**config.mk**
```make
export PLATFORM = sky130hd
export DESIGN_NAME = avr_hvpp_target_flat
export DESIGN_NICKNAME = d
export VERILOG_FILES = /design/src/rtl/avr_hvpp_pkg.sv /design/src/rtl/avr_hvpp_target_if.sv /design/src/rtl/avr_pin_sync.sv /design/src/rtl/avr_hvpp_target.sv /design/src/flat_wrapper.sv
export SDC_FILE = /design/constraint.sdc
export NUM_CORES = 2
export LEC_CHECK = 0
export CAP_MARGIN = 15
export CORE_ASPECT_RATIO = 1.75
export CORE_UTILIZATION = 40
export CTS_CLUSTER_DIAMETER = 40
export DETAILED_ROUTE_END_ITERATION = 10
export PLACE_DENSITY = 0.57
export SYNTH_ARGS = -nofsm -noshare
export SYNTH_HDL_FRONTEND = slang
export SYNTH_SLANG_ARGS = --single-unit
```
**constraint.sdc**
```tcl
create_clock -name clk -period 4.1 [get_ports clk]
set_clock_uncertainty 0.15 [all_clocks]
set_input_delay 1.23 -clock clk [delete_from_list [all_inputs] [get_ports clk]]
set_output_delay 1.23 -clock clk [all_outputs]
set_load 0.005 [all_outputs]
```
**src/rtl/avr_hvpp_pkg.sv**
```systemverilog
// Shared constants and types for the AVR high-voltage parallel programming target:
// command codes, XTAL1 load types, FSM states, control-pin bit positions.
package avr_hvpp_pkg;

  localparam logic [7:0] CMD_ERASE    = 8'h80;
  localparam logic [7:0] CMD_WR_FLASH = 8'h10;
  localparam logic [7:0] CMD_WR_FUSE  = 8'h40;
  localparam logic [7:0] CMD_RD_FLASH = 8'h02;
  localparam logic [7:0] CMD_RD_FUSE  = 8'h04;
  localparam logic [7:0] CMD_RD_SIG   = 8'h08;

  typedef enum logic [1:0] {
    LD_ADDR = 2'b00,
    LD_DATA = 2'b01,
    LD_CMD  = 2'b10,
    LD_NONE = 2'b11
  } load_e;

  typedef enum logic [1:0] {
    ST_IDLE  = 2'b00,
    ST_PROG  = 2'b01,
    ST_ERASE = 2'b10
  } state_e;

  localparam int PIN_XTAL1 = 0;
  localparam int PIN_XA0   = 1;
  localparam int PIN_XA1   = 2;
  localparam int PIN_BS1   = 3;
  localparam int PIN_WR_N  = 4;
  localparam int PIN_OE_N  = 5;

  localparam int CNT_W = 16;

  function automatic logic [7:0] sig_byte(input logic [23:0] sig, input logic [1:0] sel);
    logic [7:0] b;
    case (sel)
      2'd0:    b = sig[23:16];
      2'd1:    b = sig[15:8];
      2'd2:    b = sig[7:0];
      default: b = 8'hFF;
    endcase
    return b;
  endfunction

endpackage

```
**src/rtl/avr_hvpp_target_if.sv**
```systemverilog
// Pin bundle between the HVPP programmer (master) and the target model (slave).
interface avr_hvpp_target_if;
  logic       xtal1;
  logic       xa0;
  logic       xa1_bs2;
  logic       pagel_bs1;
  logic       wr_n;
  logic       oe_n;
  logic [7:0] data_in;
  logic [7:0] data_out;
  logic       data_oe;
  logic       rdy;

  modport master (
    output xtal1, xa0, xa1_bs2, pagel_bs1, wr_n, oe_n, data_in,
    input  data_out, data_oe, rdy
  );

  modport slave (
    input  xtal1, xa0, xa1_bs2, pagel_bs1, wr_n, oe_n, data_in,
    output data_out, data_oe, rdy
  );
endinterface

```
**src/rtl/avr_pin_sync.sv**
```systemverilog
// Two-flop synchronizer with a history register; reports level and single-cycle
// rise/fall pulses per bit. RST_VAL is the idle level so reset creates no edges.
module avr_pin_sync #(
  parameter int               WIDTH   = 1,
  parameter logic [WIDTH-1:0] RST_VAL = '0
) (
  input  logic             clk,
  input  logic             rst,
  input  logic [WIDTH-1:0] i_async,
  output logic [WIDTH-1:0] o_level,
  output logic [WIDTH-1:0] o_rise,
  output logic [WIDTH-1:0] o_fall
);

  logic [WIDTH-1:0] r_meta;
  logic [WIDTH-1:0] r_sync;
  logic [WIDTH-1:0] r_prev;

  always_ff @(posedge clk) begin
    if (rst) begin
      r_meta <= RST_VAL;
      r_sync <= RST_VAL;
      r_prev <= RST_VAL;
    end else begin
      r_meta <= i_async;
      r_sync <= r_meta;
      r_prev <= r_sync;
    end
  end

  assign o_level = r_sync;
  assign o_rise  = r_sync & ~r_prev;
  assign o_fall  = ~r_sync & r_prev;

endmodule

```
**src/rtl/avr_hvpp_target.sv**
```systemverilog
// ATtiny26-class target in high-voltage parallel programming mode: decodes XTAL1
// loads and WR/OE strobes against a small flash array, a fuse byte and the signature.
module avr_hvpp_target
  import avr_hvpp_pkg::*;
#(
  parameter int          FLASH_AW     = 7,
  parameter logic [23:0] SIG          = 24'h1E9109,
  parameter logic [7:0]  FUSE_DEFAULT = 8'hE1,
  parameter int          PROG_CYCLES  = 64
) (
  input  logic               clk,
  input  logic               rst,
  avr_hvpp_target_if.slave   pins
);

  localparam logic [CNT_W-1:0] PROG_LAST  = CNT_W'(PROG_CYCLES - 1);
  localparam logic [CNT_W-1:0] ERASE_LAST = CNT_W'((1 << FLASH_AW) - 1);

  logic [5:0]          w_ctl_async;
  logic [5:0]          w_ctl_lvl;
  logic [5:0]          w_ctl_rise;
  logic [5:0]          w_ctl_fall;
  logic [7:0]          r_din_meta;
  logic [7:0]          r_din_sync;
  logic                w_xtal_rise;
  logic                w_wr_fall;
  logic                w_bs1;
  load_e               w_ld;
  logic [15:0]         r_addr;
  logic [7:0]          r_dlo;
  logic [7:0]          r_dhi;
  logic [7:0]          r_cmd;
  logic [7:0]          r_fuse;
  state_e              r_state;
  state_e              w_state_nxt;
  logic [CNT_W-1:0]    r_cnt;
  logic                r_rdy;
  logic                w_ram_we;
  logic [FLASH_AW-1:0] w_ram_addr;
  logic [15:0]         w_ram_wdata;
  logic                w_fuse_we;
  logic [7:0]          w_fuse_wdata;
  logic [15:0]         r_ram_rdata;
  logic [15:0]         r_mem [0:(1 << FLASH_AW) - 1];
  logic [7:0]          w_dout_nxt;
  logic [7:0]          r_dout;
  logic                w_unused_bits;

  assign w_ctl_async = {pins.oe_n, pins.wr_n, pins.pagel_bs1,
                        pins.xa1_bs2, pins.xa0, pins.xtal1};

  avr_pin_sync #(
    .WIDTH   (6),
    .RST_VAL (6'b110000)
  ) u_ctl_sync (
    .clk     (clk),
    .rst     (rst),
    .i_async (w_ctl_async),
    .o_level (w_ctl_lvl),
    .o_rise  (w_ctl_rise),
    .o_fall  (w_ctl_fall)
  );

  // Data bus only needs its level, aligned with the control-pin sync depth.
  always_ff @(posedge clk) begin
    if (rst) begin
      r_din_meta <= 8'h00;
      r_din_sync <= 8'h00;
    end else begin
      r_din_meta <= pins.data_in;
      r_din_sync <= r_din_meta;
    end
  end

  assign w_xtal_rise = w_ctl_rise[PIN_XTAL1];
  assign w_wr_fall   = w_ctl_fall[PIN_WR_N];
  assign w_bs1       = w_ctl_lvl[PIN_BS1];
  assign w_ld        = load_e'({w_ctl_lvl[PIN_XA1], w_ctl_lvl[PIN_XA0]});

  always_ff @(posedge clk) begin
    if (rst) begin
      r_addr <= 16'h0000;
      r_dlo  <= 8'h00;
      r_dhi  <= 8'h00;
      r_cmd  <= 8'h00;
    end else if (w_xtal_rise) begin
      case (w_ld)
        LD_ADDR: begin
          if (w_bs1) r_addr[15:8] <= r_din_sync;
          else       r_addr[7:0]  <= r_din_sync;
        end
        LD_DATA: begin
          if (w_bs1) r_dhi <= r_din_sync;
          else       r_dlo <= r_din_sync;
        end
        LD_CMD:  r_cmd <= r_din_sync;
        default: ;
      endcase
    end
  end

  always_ff @(posedge clk) begin
    if (rst) r_state <= ST_IDLE;
    else     r_state <= w_state_nxt;
  end

  // wr_n strobes are only decoded in IDLE, which makes a strobe during busy a no-op.
  always_comb begin
    w_state_nxt = r_state;
    case (r_state)
      ST_IDLE: begin
        if (w_wr_fall && (r_cmd == CMD_ERASE))         w_state_nxt = ST_ERASE;
        else if (w_wr_fall && ((r_cmd == CMD_WR_FLASH) ||
                               (r_cmd == CMD_WR_FUSE))) w_state_nxt = ST_PROG;
        else                                            w_state_nxt = ST_IDLE;
      end
      ST_PROG: begin
        if (r_cnt == PROG_LAST) w_state_nxt = ST_IDLE;
        else                    w_state_nxt = ST_PROG;
      end
      ST_ERASE: begin
        if (r_cnt == ERASE_LAST) w_state_nxt = ST_IDLE;
        else                     w_state_nxt = ST_ERASE;
      end
      default: w_state_nxt = ST_IDLE;
    endcase
  end

  always_comb begin
    w_ram_we     = 1'b0;
    w_ram_addr   = r_addr[FLASH_AW-1:0];
    w_ram_wdata  = {r_dhi, r_dlo};
    w_fuse_we    = 1'b0;
    w_fuse_wdata = r_dlo;
    case (r_state)
      ST_IDLE: begin
        if (w_wr_fall && (r_cmd == CMD_WR_FLASH)) begin
          w_ram_we  = 1'b1;
          w_fuse_we = 1'b0;
        end else if (w_wr_fall && (r_cmd == CMD_WR_FUSE)) begin
          w_ram_we  = 1'b0;
          w_fuse_we = 1'b1;
        end else begin
          w_ram_we  = 1'b0;
          w_fuse_we = 1'b0;
        end
      end
      ST_ERASE: begin
        w_ram_we     = 1'b1;
        w_ram_addr   = r_cnt[FLASH_AW-1:0];
        w_ram_wdata  = 16'hFFFF;
        w_fuse_we    = 1'b1;
        w_fuse_wdata = FUSE_DEFAULT;
      end
      default: begin
        w_ram_we  = 1'b0;
        w_fuse_we = 1'b0;
      end
    endcase
  end

  // Counter restarts at zero on every entry to a busy state.
  always_ff @(posedge clk) begin
    if (rst || (r_state == ST_IDLE) || (w_state_nxt == ST_IDLE)) r_cnt <= {CNT_W{1'b0}};
    else                                                          r_cnt <= r_cnt + CNT_W'(1);
  end

  always_ff @(posedge clk) begin
    if (rst) r_rdy <= 1'b1;
    else     r_rdy <= (w_state_nxt == ST_IDLE);
  end

  always_ff @(posedge clk) begin
    if (rst)            r_fuse <= FUSE_DEFAULT;
    else if (w_fuse_we) r_fuse <= w_fuse_wdata;
  end

  // Single-port RAM without reset: write wins, read returns the pre-write word.
  always_ff @(posedge clk) begin
    if (w_ram_we && !rst) r_mem[w_ram_addr] <= w_ram_wdata;
    r_ram_rdata <= r_mem[w_ram_addr];
  end

  always_comb begin
    w_dout_nxt = 8'hFF;
    if (r_state != ST_IDLE) begin
      w_dout_nxt = 8'hFF;
    end else begin
      case (r_cmd)
        CMD_RD_FLASH: w_dout_nxt = w_bs1 ? r_ram_rdata[15:8] : r_ram_rdata[7:0];
        CMD_RD_SIG:   w_dout_nxt = sig_byte(SIG, r_addr[1:0]);
        CMD_RD_FUSE:  w_dout_nxt = r_fuse;
        default:      w_dout_nxt = 8'hFF;
      endcase
    end
  end

  always_ff @(posedge clk) begin
    if (rst) r_dout <= 8'h00;
    else     r_dout <= w_dout_nxt;
  end

  assign pins.data_out = r_dout;
  assign pins.data_oe  = ~w_ctl_lvl[PIN_OE_N];
  assign pins.rdy      = r_rdy;

  assign w_unused_bits = ^{w_ctl_rise[5:1], w_ctl_fall[5], w_ctl_fall[3:0],
                           r_addr[15:FLASH_AW]};

endmodule

```
**src/flat_wrapper.sv**
```systemverilog
// flat-port wrapper written by rule: the top's interface ports become plain ports
module avr_hvpp_target_flat import avr_hvpp_pkg::*;
#(
  parameter int          FLASH_AW     = 7,
  parameter logic [23:0] SIG          = 24'h1E9109,
  parameter logic [7:0]  FUSE_DEFAULT = 8'hE1,
  parameter int          PROG_CYCLES  = 64
)
  (clk, rst, pins_xtal1, pins_xa0, pins_xa1_bs2, pins_pagel_bs1, pins_wr_n, pins_oe_n, pins_data_in, pins_data_out, pins_data_oe, pins_rdy);
  avr_hvpp_target_if pins_i ();
  input  logic clk;
  input  logic rst;
  input wire logic [$bits(pins_i.xtal1)-1:0] pins_xtal1;
  input wire logic [$bits(pins_i.xa0)-1:0] pins_xa0;
  input wire logic [$bits(pins_i.xa1_bs2)-1:0] pins_xa1_bs2;
  input wire logic [$bits(pins_i.pagel_bs1)-1:0] pins_pagel_bs1;
  input wire logic [$bits(pins_i.wr_n)-1:0] pins_wr_n;
  input wire logic [$bits(pins_i.oe_n)-1:0] pins_oe_n;
  input wire logic [$bits(pins_i.data_in)-1:0] pins_data_in;
  output wire logic [$bits(pins_i.data_out)-1:0] pins_data_out;
  output wire logic [$bits(pins_i.data_oe)-1:0] pins_data_oe;
  output wire logic [$bits(pins_i.rdy)-1:0] pins_rdy;
  assign pins_i.xtal1 = pins_xtal1;
  assign pins_i.xa0 = pins_xa0;
  assign pins_i.xa1_bs2 = pins_xa1_bs2;
  assign pins_i.pagel_bs1 = pins_pagel_bs1;
  assign pins_i.wr_n = pins_wr_n;
  assign pins_i.oe_n = pins_oe_n;
  assign pins_i.data_in = pins_data_in;
  assign pins_data_out = pins_i.data_out;
  assign pins_data_oe = pins_i.data_oe;
  assign pins_rdy = pins_i.rdy;
  avr_hvpp_target #(.FLASH_AW(FLASH_AW), .SIG(SIG), .FUSE_DEFAULT(FUSE_DEFAULT), .PROG_CYCLES(PROG_CYCLES)) u_core (.clk(clk), .rst(rst), .pins(pins_i));
endmodule
```
# Word-level counts from Yosys, hierarchy flattened
# Memories as Yosys holds them, arrays and structs flattened. A register that Yosys moved wholly into a read port is not among the register bits.
# Index checks and enable logic that the tools add are counted.
# Widths: inputs -> output; s select.
totals:
  reg_bits: 99
  ram_bits: 2048
  in_bits: 16
  out_inout_bits: 10
  memories: 1
classes:
  addsub: 1
  eq_ne: 14
  n_mux: 19
  bitwise_logic: 6
  n_reduce_logical: 18
mem_list:
  columns: ["name", "words", "width", "rd", "rd_ports_with_merged_regs", "write_ports", "line_no", "rtl"]
  rows:
  - ["u_core.r_mem", 128, 16, 1, 1, 1, "avr_hvpp_target.sv:44", "logic [15:0] r_mem [0:(1 << FLASH_AW) - 1];"]
ops:
  columns: ["cell", "n"]
  rows:
  - ["$pmux 8 s3", 2]
  - ["$mux 8", 3]
  - ["$add 16x1->16 const B", 1]
  - ["$eq 16x6->1 const B", 1]
  - ["$eq 16x7->1 const B", 1]
  - ["$mux 16", 1]
  - ["$reduce_and 3->1", 3]
  - ["$eq 8x2->1 const B", 1]
  - ["$eq 8x3->1 const B", 1]
  - ["$eq 8x4->1 const B", 1]
  - ["$eq 8x5->1 const B", 1]
  - ["$eq 8x7->1 const B", 1]
  - ["$eq 8x8->1 const B", 1]
  - ["$logic_not 2->1", 4]
  - ["$mux 1", 7]
  - ["$mux 7", 1]
  - ["$eq 2x1->1 const B", 3]
  - ["$eq 2x2->1 const B", 3]
  - ["$pmux 2 s3", 1]
  - ["$and 5x5->5", 1]
  - ["$logic_and 1x1->1", 5]
  - ["$not 5->5", 1]
  - ["$mux 2", 2]
  - ["$pmux 1 s2", 2]
  - ["other kinds (6)", 10]

# Logic depth before layout (Yosys ltp)
depth:
  ltp_word: 8
  mapped_depth: 12

# Modules after synthesis
# Synthesis repeated with hierarchy kept, for this count alone.
unflattened:
  cells_unflattened: 5243
  hier_area_um2: 81030.2
by_module_without_submodules:
  columns: ["mod", "n_inst", "cells_per_inst", "area_each_um2"]
  rows:
  - ["avr_hvpp_target", 1, 5194, 80460.9]
  - ["avr_pin_sync", 1, 49, 569.3]

# Least setup slack after synthesis
# No wires, ideal clock.
synth_timing:
  path_type: "register to register"
  from: "register u_core.r_state[1]"
  to: "memory u_core.r_mem[0][0] (data pin)"
  setup_time_ns: 0.741
  arrival_time_ns: 2.923
  path_slack_ns: 0.286
  stages_incl_launch_ff: 8
  period_less_slack_ns: 3.814
  cell_sequence: "dfxtp_1 buf_4 nand2b_1 clkbuf_1 buf_2 clkbuf_1 clkbuf_1 nand2b_1"
synth_via:
  elab_chain_len: 2
synth_lines:
  columns: ["element", "line_no", "rtl"]
  rows:
  - ["start: declaration", "avr_hvpp_target.sv:34", "state_e r_state;"]
  - ["start signal: assignment", "avr_hvpp_target.sv:104", "else r_state <= w_state_nxt;"]
  - ["$eq 2x2->1", "avr_hvpp_target.sv:135", "case (r_state)"]
  - ["$mux 16", "avr_hvpp_target.sv:135", null]
  - ["end: declaration", "avr_hvpp_target.sv:44", null]
# Every way passes these cells.

# Worst setup path in the final report
layout_timing:
  from: "register u_core.r_state[1]"
  to: "register u_core.r_ram_rdata[7] (read register of u_core.r_mem)"
layout_via:
  elab_chain_len: 2
layout_lines:
  columns: ["element", "line_no", "rtl"]
  rows:
  - ["$eq 2x2->1", "avr_hvpp_target.sv:135", null]
  - ["$mux 7", "avr_hvpp_target.sv:135", null]
  - ["end: declaration", "avr_hvpp_target.sv:43", "logic [15:0] r_ram_rdata;"]
# Every way passes these cells.
# A chain may end at the register's enable or synchronous reset.

==> out/results.tsv <==
stage	metric	value	unit
status	outcome	finished with violations	
status	violations	negative setup slack	
timing	relSlewSlack	0.1669	
yosys	synth_top_area_share	0.7521	
detailed_routing	firstDrtPassIters	6	
layout	design_area	94500	µm²
timing	post-route-period-util	1.009	
worst_setup_path	criticalPathCategory	reg2reg	
die	core	203300	µm²
yosys	synth_ff_type	edfxtp_1	
layout	largest_reg_flops	2048	
power	power.switching	8.253	mW
yosys	synth.avg_cell_area	15.76	µm²
power	pwr-share-seq	0.567	
worst_setup_path	cp-startpoint	u_core.r_state[1]$_SDFF_PP0_	
timing	drv_slew	0	
worst_setup_path	cp-endpoint	u_core.r_ram_rdata[7]$_DFF_P_	
worst_setup_path	rr_endpoint	u_core.r_ram_rdata[7]$_DFF_P_	
clock_network	hold_buffers	0	
timing	fmax	0.2418	GHz
worst_setup_path	cp_top_family	compound AO/OA/AOI/OAI gates	
worst_hold_path	holdPathStages	1	
clock_network	post_cts_buffers	0	
die	rows	219	
layout	largest_register	u_core.r_mem	
yosys	synthArstFlopShare	0	
global_routing	grt_pass1_wl	378.1	mm
worst_setup_path	r2r_setup_slack	-0.04	ns
place	hpwl	170.5	mm
timing	rsz0062_at_grt	false	
yosys	synth.net_count	5211	
yosys	synth_edf_count	2048	
global_routing	grt_pass1_vias	50000	
worst_setup_path	crit_top_cell	buf_12	
power	pwr-share-comb	0.009	
die	die_w	343.8	µm
run	maxCapViolations	0	
yosys	synth_seq_area_share	0.7795	
layout	n_fill_cell	17470	
timing	max_slew.worst_pin.slew	1.250	ns
die	die-height	600.1	µm
worst_setup_path	crit_arrival	4.63	ns
place	numPortBuffers	25	
layout	drive_above_1_share	0.1430	
timing	finalHoldViolations	0	
clock_network	h-tree-depth	4	
power	leakagePower	29.99	nW
yosys	yosysMostFrequentCell	edfxtp_1	
clock_network	clock_latency	0.85	ns
global_routing	antenna_found_initial	10	
clock_network	post_cts_resized	0	
yosys	ys.warnings.count	0	
detailed_routing	dr.first_iter.drc_count	5942	
timing	setup_viol	1	
die	io_pins	26	
worst_setup_path	worstSetupStartpointType	register	
die	start_util	0.4022	
yosys	yosysUniqueCellTypes	68	
worst_setup_path	cp_slowest_cell	o41ai_1	
worst_setup_path	path_buf_inv	2	
detailed_routing	route.detailed.drc	0	
yosys	syn-cell-area	81770	µm²
worst_setup_path	r2r_start	u_core.r_state[1]$_SDFF_PP0_	
yosys	ys_ff_latch	2160	
detailed_routing	vias	50690	
clock_network	cts_buffer_depth	4	
worst_setup_path	worstPathMaxFanout	73	
detailed_routing	avgViaCountPerCell	6.093	
power	clockPowerShare	0.424	
detailed_routing	wirelength	272.0	mm
power	cellPowerDensity	444.6	nW/µm²
worst_setup_path	required	4.60	ns
die	fp.dieArea	206300	µm²
yosys	netlist_instances	5189	
global_routing	grt_usage	0.2598	
yosys	synthTopCellsByArea	edfxtp_1, a22oi_1, o21ai_0	
worst_setup_path	cp.depth	9	
worst_setup_path	cp-end-kind	register	
power	swShare	0.1964	
layout	final_util	0.4648	
timing	layout_setup_ws	-0.03504	ns
yosys	yosys.area.top_type	edfxtp_1	
layout	largestRegisters	u_core.r_mem (2048), u_core.r_cnt (16), u_core.r_ram_rdata (16)	
clock_network	clock-sinks	2160	
worst_setup_path	worst-r2r-cell-count	9	
worst_hold_path	hold_class	reg2reg	
layout	area_delta_synth_final	15.57	%
power	internal-power	33.76	mW
global_routing	grt-ovfl-total	0	
worst_setup_path	slowest_delay	0.99	ns
global_routing	grt_max_degree	97	
worst_setup_path	path_cells	nor2b_4 > buf_12 > o32ai_4 > buf_12 > a221o_1 > a221oi_1 > a41oi_1 > o41ai_1 > o2111ai_1	
detailed_routing	ant_nets	0	
detailed_routing	wire_per_inst	32.69	µm
layout	nNetsFinal	5543	
timing	fin_hold_ws	0.2659	ns
clock_network	cts_buffers	192	
timing	setup_tns	-0.03504	ns
place	place_area	88460	µm²
timing	fin_crit	4.135	ns
power	ir_worst_vdd	286.0	µV
clock_network	cts_tree	done	
yosys	ys_top_cells_by_count	edfxtp_1, o21ai_0, nand2_1	
place	gp_congestion	0.9124	
clock_network	cts.clk_slew.worst_paths	0.07	ns
clock_network	cts_root_buf	clkbuf_16	
[cells by family after synthesis]
logic type / Yosys count / share of synthesized area
flops: 2160 / 0.7795
compound gates: 1497 / 0.1264
simple gates: 1072 / 0.06151
buf+inv: 359 / 0.02011
mux: 79 / 0.009793
xor+xnor: 16 / 0.001714
fa+ha+maj: 6 / 0.0009181
[per-layer routing]
metal  wire (µm)  part of all wire  global-route usage  vias to the layer above
li1            -                 -                   -                    21430
met1       91740              0.34              0.2909                    25980
met2      137900              0.51              0.4561                     2594
met3       19290             0.071             0.03098                      685
met4       23060             0.085              0.1863                        4
met5          21          0.000077                   0                        -
[per-stage QoR]
stage | setup slack, ns | cells | total power [mW]
after global routing | 0.005563 | 8317 | 42.93
after floorplan | 0.2862 | 5189 | 24.45
after CTS | 0.002405 | 8316 | 42.21
after detailed placement | 0.03422 | 7979 | 24.66
final | -0.03504 | 8319 | 42.01
after global placement | -0.3309 | 7975 | 24.66
[worst min-delay path by stage]
stage | startpoint | to | slack, ns
final | u_core.u_ctl_sync.r_meta[5]$_SDFF_PP1_ | u_core.u_ctl_sync.o_level[5]$_SDFF_PP1_ | 0.27
after global routing | u_core.u_ctl_sync.r_meta[5]$_SDFF_PP1_ | u_core.u_ctl_sync.o_level[5]$_SDFF_PP1_ | 0.29
after CTS | u_core.u_ctl_sync.r_meta[5]$_SDFF_PP1_ | u_core.u_ctl_sync.o_level[5]$_SDFF_PP1_ | 0.27
after detailed placement | u_core.u_ctl_sync.r_meta[5]$_SDFF_PP1_ | u_core.u_ctl_sync.o_level[5]$_SDFF_PP1_ | 0.25
after global placement | u_core.u_ctl_sync.r_meta[5]$_SDFF_PP1_ | u_core.u_ctl_sync.o_level[5]$_SDFF_PP1_ | 0.25
after floorplan | u_core.u_ctl_sync.r_meta[4]$_SDFF_PP1_ | u_core.u_ctl_sync.o_level[4]$_SDFF_PP1_ | 0.24
[area by class of cell]
class / count / area, µm² / area share
repair buffers: 488 / 4539 / 0.04804
flip-flops and latches: 2160 / 63740 / 0.6745
multi-input cells: 2670 / 16830 / 0.1781
inverters: 9 / 33.78 / 0.0003575
clock buffers: 238 / 5062 / 0.05357
clock inverters: 99 / 963.4 / 0.01020
diodes: 3 / 7.507 / 0.00007944
well taps: 2652 / 3318 / 0.03511
[power groups by stage]
stage | Sequential [mW] | Clock, mW | Combinational (mW)
global placement | 24.3 | 0 | 0.371
detailed placement | 24.3 | 0 | 0.372
global route | 23.8 | 18.7 | 0.391
finish | 23.8 | 17.8 | 0.377
floorplan | 24.3 | 0 | 0.178
CTS | 23.8 | 18.0 | 0.374
[layout by cell type, fill, tap and decap left out, types with 87 or more instances in the layout]
master and instances:
o21ai_0 466, clkbuf_16 196, and3_1 137, a22oi_1 379, buf_4 394, nand3_1 114, edfxtp_1 2048, a31oi_1 87
a41oi_1 95, a22o_1 100, nand2_1 435, nor2_1 200, dfxtp_1 112
Note: power is estimated with default switching activity, not from simulation.
